## src/rtl/awb_gain_est.sv

```systemverilog
// Gray-world AWB gain estimator: per-channel frame sums/counts -> K_R/K_B (U8.8) via serial divide.
// Optional macro AWB_SMOOTH_EN: DONE blends new gains as (3*K_old + K_calc) >> 2.
module awb_gain_est #(
    parameter int unsigned CNT_W = 20,
    parameter int unsigned SUM_W = 28
) (
    input  logic        clk,
    input  logic        rst,
    input  logic        valid_i,
    input  logic [1:0]  color_i,
    input  logic [7:0]  value_i,
    input  logic        last_i,
    output logic [15:0] K_R,
    output logic [15:0] K_G,
    output logic [15:0] K_B,
    output logic        valid_gain_o,
    output logic        gain_update_o,
    output logic        frame_drop_o,
    output logic        busy_o
);
    localparam int unsigned PW = SUM_W + CNT_W + 8;
    localparam int unsigned RW = PW + 16;

    typedef enum logic [2:0] {
        StIdle, StSetupR, StDivR, StSetupB, StDivB, StDone
    } state_e;

    state_e r_state, w_state_nxt;

    logic [SUM_W-1:0] r_sum [3];
    logic [CNT_W-1:0] r_cnt [3];
    logic [SUM_W-1:0] w_sum_nxt [3];
    logic [CNT_W-1:0] w_cnt_nxt [3];
    logic [SUM_W-1:0] r_snap_sum [3];
    logic [CNT_W-1:0] r_snap_cnt [3];
    logic             w_frame_end;

    logic [RW-1:0] r_rem, r_div;
    logic [14:0]   r_quo;
    logic [3:0]    r_bitcnt;
    logic          r_force;
    logic [15:0]   r_force_val;
    logic [15:0]   r_kr_calc, r_kb_calc;
    logic [15:0]   r_kr, r_kb;
    logic          r_valid_gain, r_gain_update, r_frame_drop;

    logic [SUM_W-1:0] w_ch_sum;
    logic [CNT_W-1:0] w_ch_cnt;
    logic [PW-1:0]    w_num, w_den;
    logic             w_unity, w_sat, w_sub_ok, w_div_last;
    logic [15:0]      w_result, w_kr_load, w_kb_load;

    assign w_frame_end = valid_i & last_i;

    // A saturated count freezes its channel so sum can never overflow.
    always_comb begin
        for (int c = 0; c < 3; c++) begin
            w_sum_nxt[c] = r_sum[c];
            w_cnt_nxt[c] = r_cnt[c];
            if (valid_i && (color_i == 2'(c)) && !(&r_cnt[c])) begin
                w_sum_nxt[c] = r_sum[c] + SUM_W'(value_i);
                w_cnt_nxt[c] = r_cnt[c] + CNT_W'(1);
            end
        end
    end

    always_ff @(posedge clk) begin
        if (rst) begin
            for (int c = 0; c < 3; c++) begin
                r_sum[c]      <= '0;
                r_cnt[c]      <= '0;
                r_snap_sum[c] <= '0;
                r_snap_cnt[c] <= '0;
            end
        end else begin
            for (int c = 0; c < 3; c++) begin
                if (w_frame_end) begin
                    r_sum[c] <= '0;
                    r_cnt[c] <= '0;
                end else begin
                    r_sum[c] <= w_sum_nxt[c];
                    r_cnt[c] <= w_cnt_nxt[c];
                end
                if (w_frame_end && (r_state == StIdle)) begin
                    r_snap_sum[c] <= w_sum_nxt[c];
                    r_snap_cnt[c] <= w_cnt_nxt[c];
                end
            end
        end
    end

    always_ff @(posedge clk) begin
        if (rst) begin
            r_state <= StIdle;
        end else begin
            r_state <= w_state_nxt;
        end
    end

    assign w_div_last = (r_bitcnt == 4'd15);

    always_comb begin
        w_state_nxt = r_state;
        unique case (r_state)
            StIdle:   if (w_frame_end) w_state_nxt = StSetupR;
            StSetupR: w_state_nxt = StDivR;
            StDivR:   if (w_div_last) w_state_nxt = StSetupB;
            StSetupB: w_state_nxt = StDivB;
            StDivB:   if (w_div_last) w_state_nxt = StDone;
            StDone:   w_state_nxt = StIdle;
            default:  w_state_nxt = StIdle;
        endcase
    end

    // Shared multipliers: the setup state selects which colour channel is divided.
    always_comb begin
        w_ch_sum = (r_state == StSetupB) ? r_snap_sum[2] : r_snap_sum[0];
        w_ch_cnt = (r_state == StSetupB) ? r_snap_cnt[2] : r_snap_cnt[0];
        w_num    = (PW'(r_snap_sum[1]) * PW'(w_ch_cnt)) << 8;
        w_den    = PW'(w_ch_sum) * PW'(r_snap_cnt[1]);
        w_unity  = (w_ch_sum == '0) || (w_ch_cnt == '0) || (r_snap_cnt[1] == '0);
        w_sat    = (RW'(w_num) >= (RW'(w_den) << 16));
        w_sub_ok = (r_rem >= r_div);
        w_result = r_force ? r_force_val : {r_quo, w_sub_ok};
    end

    always_ff @(posedge clk) begin
        if (rst) begin
            r_rem       <= '0;
            r_div       <= '0;
            r_quo       <= '0;
            r_bitcnt    <= '0;
            r_force     <= 1'b0;
            r_force_val <= 16'h0100;
            r_kr_calc   <= 16'h0100;
            r_kb_calc   <= 16'h0100;
        end else begin
            case (r_state)
                StSetupR, StSetupB: begin
                    r_rem       <= RW'(w_num);
                    r_div       <= RW'(w_den) << 15;
                    r_quo       <= '0;
                    r_bitcnt    <= '0;
                    r_force     <= w_unity | w_sat;
                    r_force_val <= w_unity ? 16'h0100 : 16'hFFFF;
                end
                StDivR, StDivB: begin
                    if (w_sub_ok) begin
                        r_rem <= r_rem - r_div;
                    end
                    r_div    <= r_div >> 1;
                    r_quo    <= {r_quo[13:0], w_sub_ok};
                    r_bitcnt <= r_bitcnt + 4'd1;
                    if (w_div_last) begin
                        if (r_state == StDivR) begin
                            r_kr_calc <= w_result;
                        end else begin
                            r_kb_calc <= w_result;
                        end
                    end
                end
                default: ;
            endcase
        end
    end

`ifdef AWB_SMOOTH_EN
    always_comb begin
        w_kr_load = r_kr_calc;
        w_kb_load = r_kb_calc;
        if (r_valid_gain) begin
            w_kr_load = 16'((18'(r_kr) * 18'd3 + 18'(r_kr_calc)) >> 2);
            w_kb_load = 16'((18'(r_kb) * 18'd3 + 18'(r_kb_calc)) >> 2);
        end
    end
`else
    assign w_kr_load = r_kr_calc;
    assign w_kb_load = r_kb_calc;
`endif

    always_ff @(posedge clk) begin
        if (rst) begin
            r_kr          <= 16'h0100;
            r_kb          <= 16'h0100;
            r_valid_gain  <= 1'b0;
            r_gain_update <= 1'b0;
            r_frame_drop  <= 1'b0;
        end else begin
            r_gain_update <= (r_state == StDone);
            r_frame_drop  <= w_frame_end && (r_state != StIdle);
            if (r_state == StDone) begin
                r_kr         <= w_kr_load;
                r_kb         <= w_kb_load;
                r_valid_gain <= 1'b1;
            end
        end
    end

    assign K_R           = r_kr;
    assign K_G           = 16'h0100;
    assign K_B           = r_kb;
    assign valid_gain_o  = r_valid_gain;
    assign gain_update_o = r_gain_update;
    assign frame_drop_o  = r_frame_drop;
    assign busy_o        = (r_state != StIdle);

endmodule

```

## config.mk

```make
export PLATFORM = sky130hd
export DESIGN_NAME = awb_gain_est
export DESIGN_NICKNAME = d
export VERILOG_FILES = /design/src/rtl/awb_gain_est.sv
export SDC_FILE = /design/constraint.sdc
export NUM_CORES = 2
export LEC_CHECK = 0
export ABC_AREA = 1
export ABC_CLOCK_PERIOD_IN_PS = 29400
export CORE_MARGIN = 2
export CORE_UTILIZATION = 25
export DETAILED_ROUTE_END_ITERATION = 8
export PLACE_DENSITY = 0.47
export SYNTH_ARGS = -nofsm -noshare
export SYNTH_HDL_FRONTEND = slang
export SYNTH_SLANG_ARGS = --single-unit
```

## constraint.sdc

```tcl
create_clock -name clk -period 29.4 [get_ports clk]
set_input_delay 8.82 -clock clk [delete_from_list [all_inputs] [get_ports clk]]
set_output_delay 8.82 -clock clk [all_outputs]
set_load 0.01 [all_outputs]
```

==> impl_metrics.json <==
{
  "clk_latency_ns": 0.69,
  "grt_pass1_vias": 63210,
  "wire_per_inst_um": 19.44,
  "worstHoldPathType": "flop to flop",
  "yosys-top-cells-count": "nand2_1, inv_1, nor2_1",
  "synth_edf_count": 288,
  "synth_flop_cell": "edfxtp_1",
  "synth_compound_area_frac": 0.07240,
  "grt_pass1_wl_mm": 393.1,
  "num_vias": 60220,
  "h-tree-depth": 2,
  "ios": 66,
  "antenna_found_initial": 1,
  "grt_max_degree": 133,
  "fp.coreArea_mm2": 0.2763,
  "wl_mm": 254.0,
  "finalHoldViolations": 0,
  "worstPathRequired_ns": 29.80,
  "ys_top_cells_by_area": "fa_1, edfxtp_1, nand2_1",
  "pre_cts_ws_ns": 17.25,
  "finClkSkew_ns": 0.03698,
  "synth_top_family_by_area": "adder cells",
  "maxCapViolations": 0,
  "setup_slack_ns": 17.98,
  "die_height_um": 530.6,
  "worstPathArrival_ns": 11.82,
  "fmax_ghz": 0.08756,
  "synth-adder-area-share": 0.3498,
  "yosys_warnings": 0,
  "crit_path_start_kind": "primary input",
  "cts_resized": 0,
  "fp-row-count": 193,
  "start_util": 0.2510,
  "reg2regPathDepth": 40,
  "drcViolationCount": 0,
  "synth_xor_area_frac": 0.02476,
  "fin_nets": 10700,
  "drive_gt1_frac": 0.03857,
  "fp.dieW_um": 530.6,
  "relSlewSlack": 0.2274,
  "drt-initial-drc-count": 4124,
  "synth.mux.area_fraction": 0.0004331,
  "setup_tns_ns": 0,
  "diodes": 0,
  "worstSetupPathType": "primary input to flop",
  "final_area_mm2": 0.07648,
  "critPathMaxFanout": 29,
  "setup_viol": 0,
  "cts_root_buf": "clkbuf_16",
  "yosys.area_share.simple": 0.2426,
  "ant_nets": 0,
  "rsz0062_at_grt": "no",
  "syn_area_mm2": 0.06934,
  "cts_buffers": 61,
  "grt-ovfl-total": 0,
  "dieArea_mm2": 0.2816,
  "max_slew.worst_pin.slew_ns": 1.159,
  "drt-vias-per-instance": 4.610,
  "whs_path_depth": 2,
  "cts_setup_buffers": 0,
  "synth_async_sr_flop_share": 0,
  "post-route-period-util": 0.3885,
  "synth_most_common_cell": "nand2_1",
  "postSynthAreaPerCell_um2": 7.471,
  "slew_viol_final": 0,
  "ys_seq_area_frac": 0.1900,
  "portBuffers": 49,
  "cts_tree": "built",
  "hold_buffers": 0,
  "period_minus_slack_ns": 11.42,
  "syn_to_final_growth_pct": 10.30,
  "ys_types": 59,
  "syn_inst": 9280,
  "place_area_mm2": 0.07442,
  "synth_area_leader_cell": "fa_1",
  "drt_first_pass_iters": 6,
  "dpl.hpwl_mm": 203.6,
  "synth_top_area_frac": 0.2691,
  "clk_pin_slew_ns": 0.06,
  "crit_path_end_kind": "flop",
  "synth_seq_cells": 514,
  "cts_buffer_depth": 3,
  "clock_sinks": 514,
  "place.gp.congestion": 0.9379,
  "grt_usage": 0.1820,
  "outcome": "finished clean"
}
==> critical path, cell delays in order <==
cell,delay (ns)
clkdlybuf4s50_1,0.53
nor3b_1,0.27
buf_4,0.23
nand2_2,0.06
buf_4,0.23
inv_2,0.47
o211ai_1,0.36
nor2_1,0.30
nand2_1,0.12
nor2_1,0.13
xor2_1,0.21
nor2_1,0.06
==> cell families after synthesis <==
group / Yosys count
XOR/XNOR: 196
other: 2
AND/OR/NAND/NOR: 4112
multiplexers: 3
flip-flops: 514
buffers and inverters: 2163
AO/OA/AOI/OAI: 911
adder cells (fa/ha/maj): 1379
==> path summary, 6_finish.rpt <==
| path | endpoint | slack, ns | from |
|---|---|---|---|
| max | r_sum[0][19]$_SDFFCE_PN0P_ | 17.98 | valid_i |
| min | r_div[0]$_SDFFE_PP0P_ | 0.47 | r_div[0]$_SDFFE_PP0P_ |
| max reg2reg | r_force$_SDFFE_PP0P_ | 18.03 | r_state[2]$_SDFFE_PP0P_ |
| min reg2reg | r_div[0]$_SDFFE_PP0P_ | 0.47 | r_div[0]$_SDFFE_PP0P_ |
==> sequential cells by signal, summed over array words and instances, names as in the netlist <==
| register | flops |
|---|---|
| r_quo | 15 |
| r_kb_calc | 16 |
| r_state | 3 |
| r_bitcnt | 4 |
| K_R | 16 |
| r_div | 63 |
| r_cnt | 60 |
| r_snap_cnt | 60 |
| r_sum | 84 |
| r_rem | 72 |
| r_force | 1 |
| frame_drop_o | 1 |
| K_B | 16 |
| gain_update_o | 1 |
| valid_gain_o | 1 |
| r_kr_calc | 16 |
| r_force_val | 1 |
| r_snap_sum | 84 |
==> layout by cell type (no fill, tap or decap), types with 224 or more instances in the layout <==
cell type,instances
ha_1,447
nand3_1,341
fa_1,932
inv_1,1783
a21oi_1,458
edfxtp_1,288
nand2_1,2251
o21ai_0,224
nor2_1,1127
dfxtp_1,226
==> metal layers <==
metal	up-vias	global-route usage	share of wire
li1	28270	-	-
met3	346	0.02075	0.051
met4	0	0.05253	0.031
met5	-	0	0
met1	29970	0.2363	0.44
met2	1635	0.3160	0.48
==> stage by stage <==
stage	hold slack [ns]	util	instances
2_1_floorplan	0.4292	-	9438
3_3_place_gp	0.4483	0.2694	12950
3_5_place_dp	0.4549	0.2694	12950
4_1_cts	0.4715	0.2768	13070
5_1_grt	0.4850	0.2768	13070
6_report	0.4680	0.2768	13070
==> layout make-up <==
cell class,instances,area [µm²]
sequential,514,13170
fill,30710,199800
clock inverter,37,359.1
timing repair buffer,151,1270
tap,3705,4636
clock buffer,77,1698
multi-input combinational,6761,48500
inverter,1820,6844
Power is left out: the tool's default activity adds up to more than one toggle a clock period on the data nets, which glitch-free logic cannot reach.
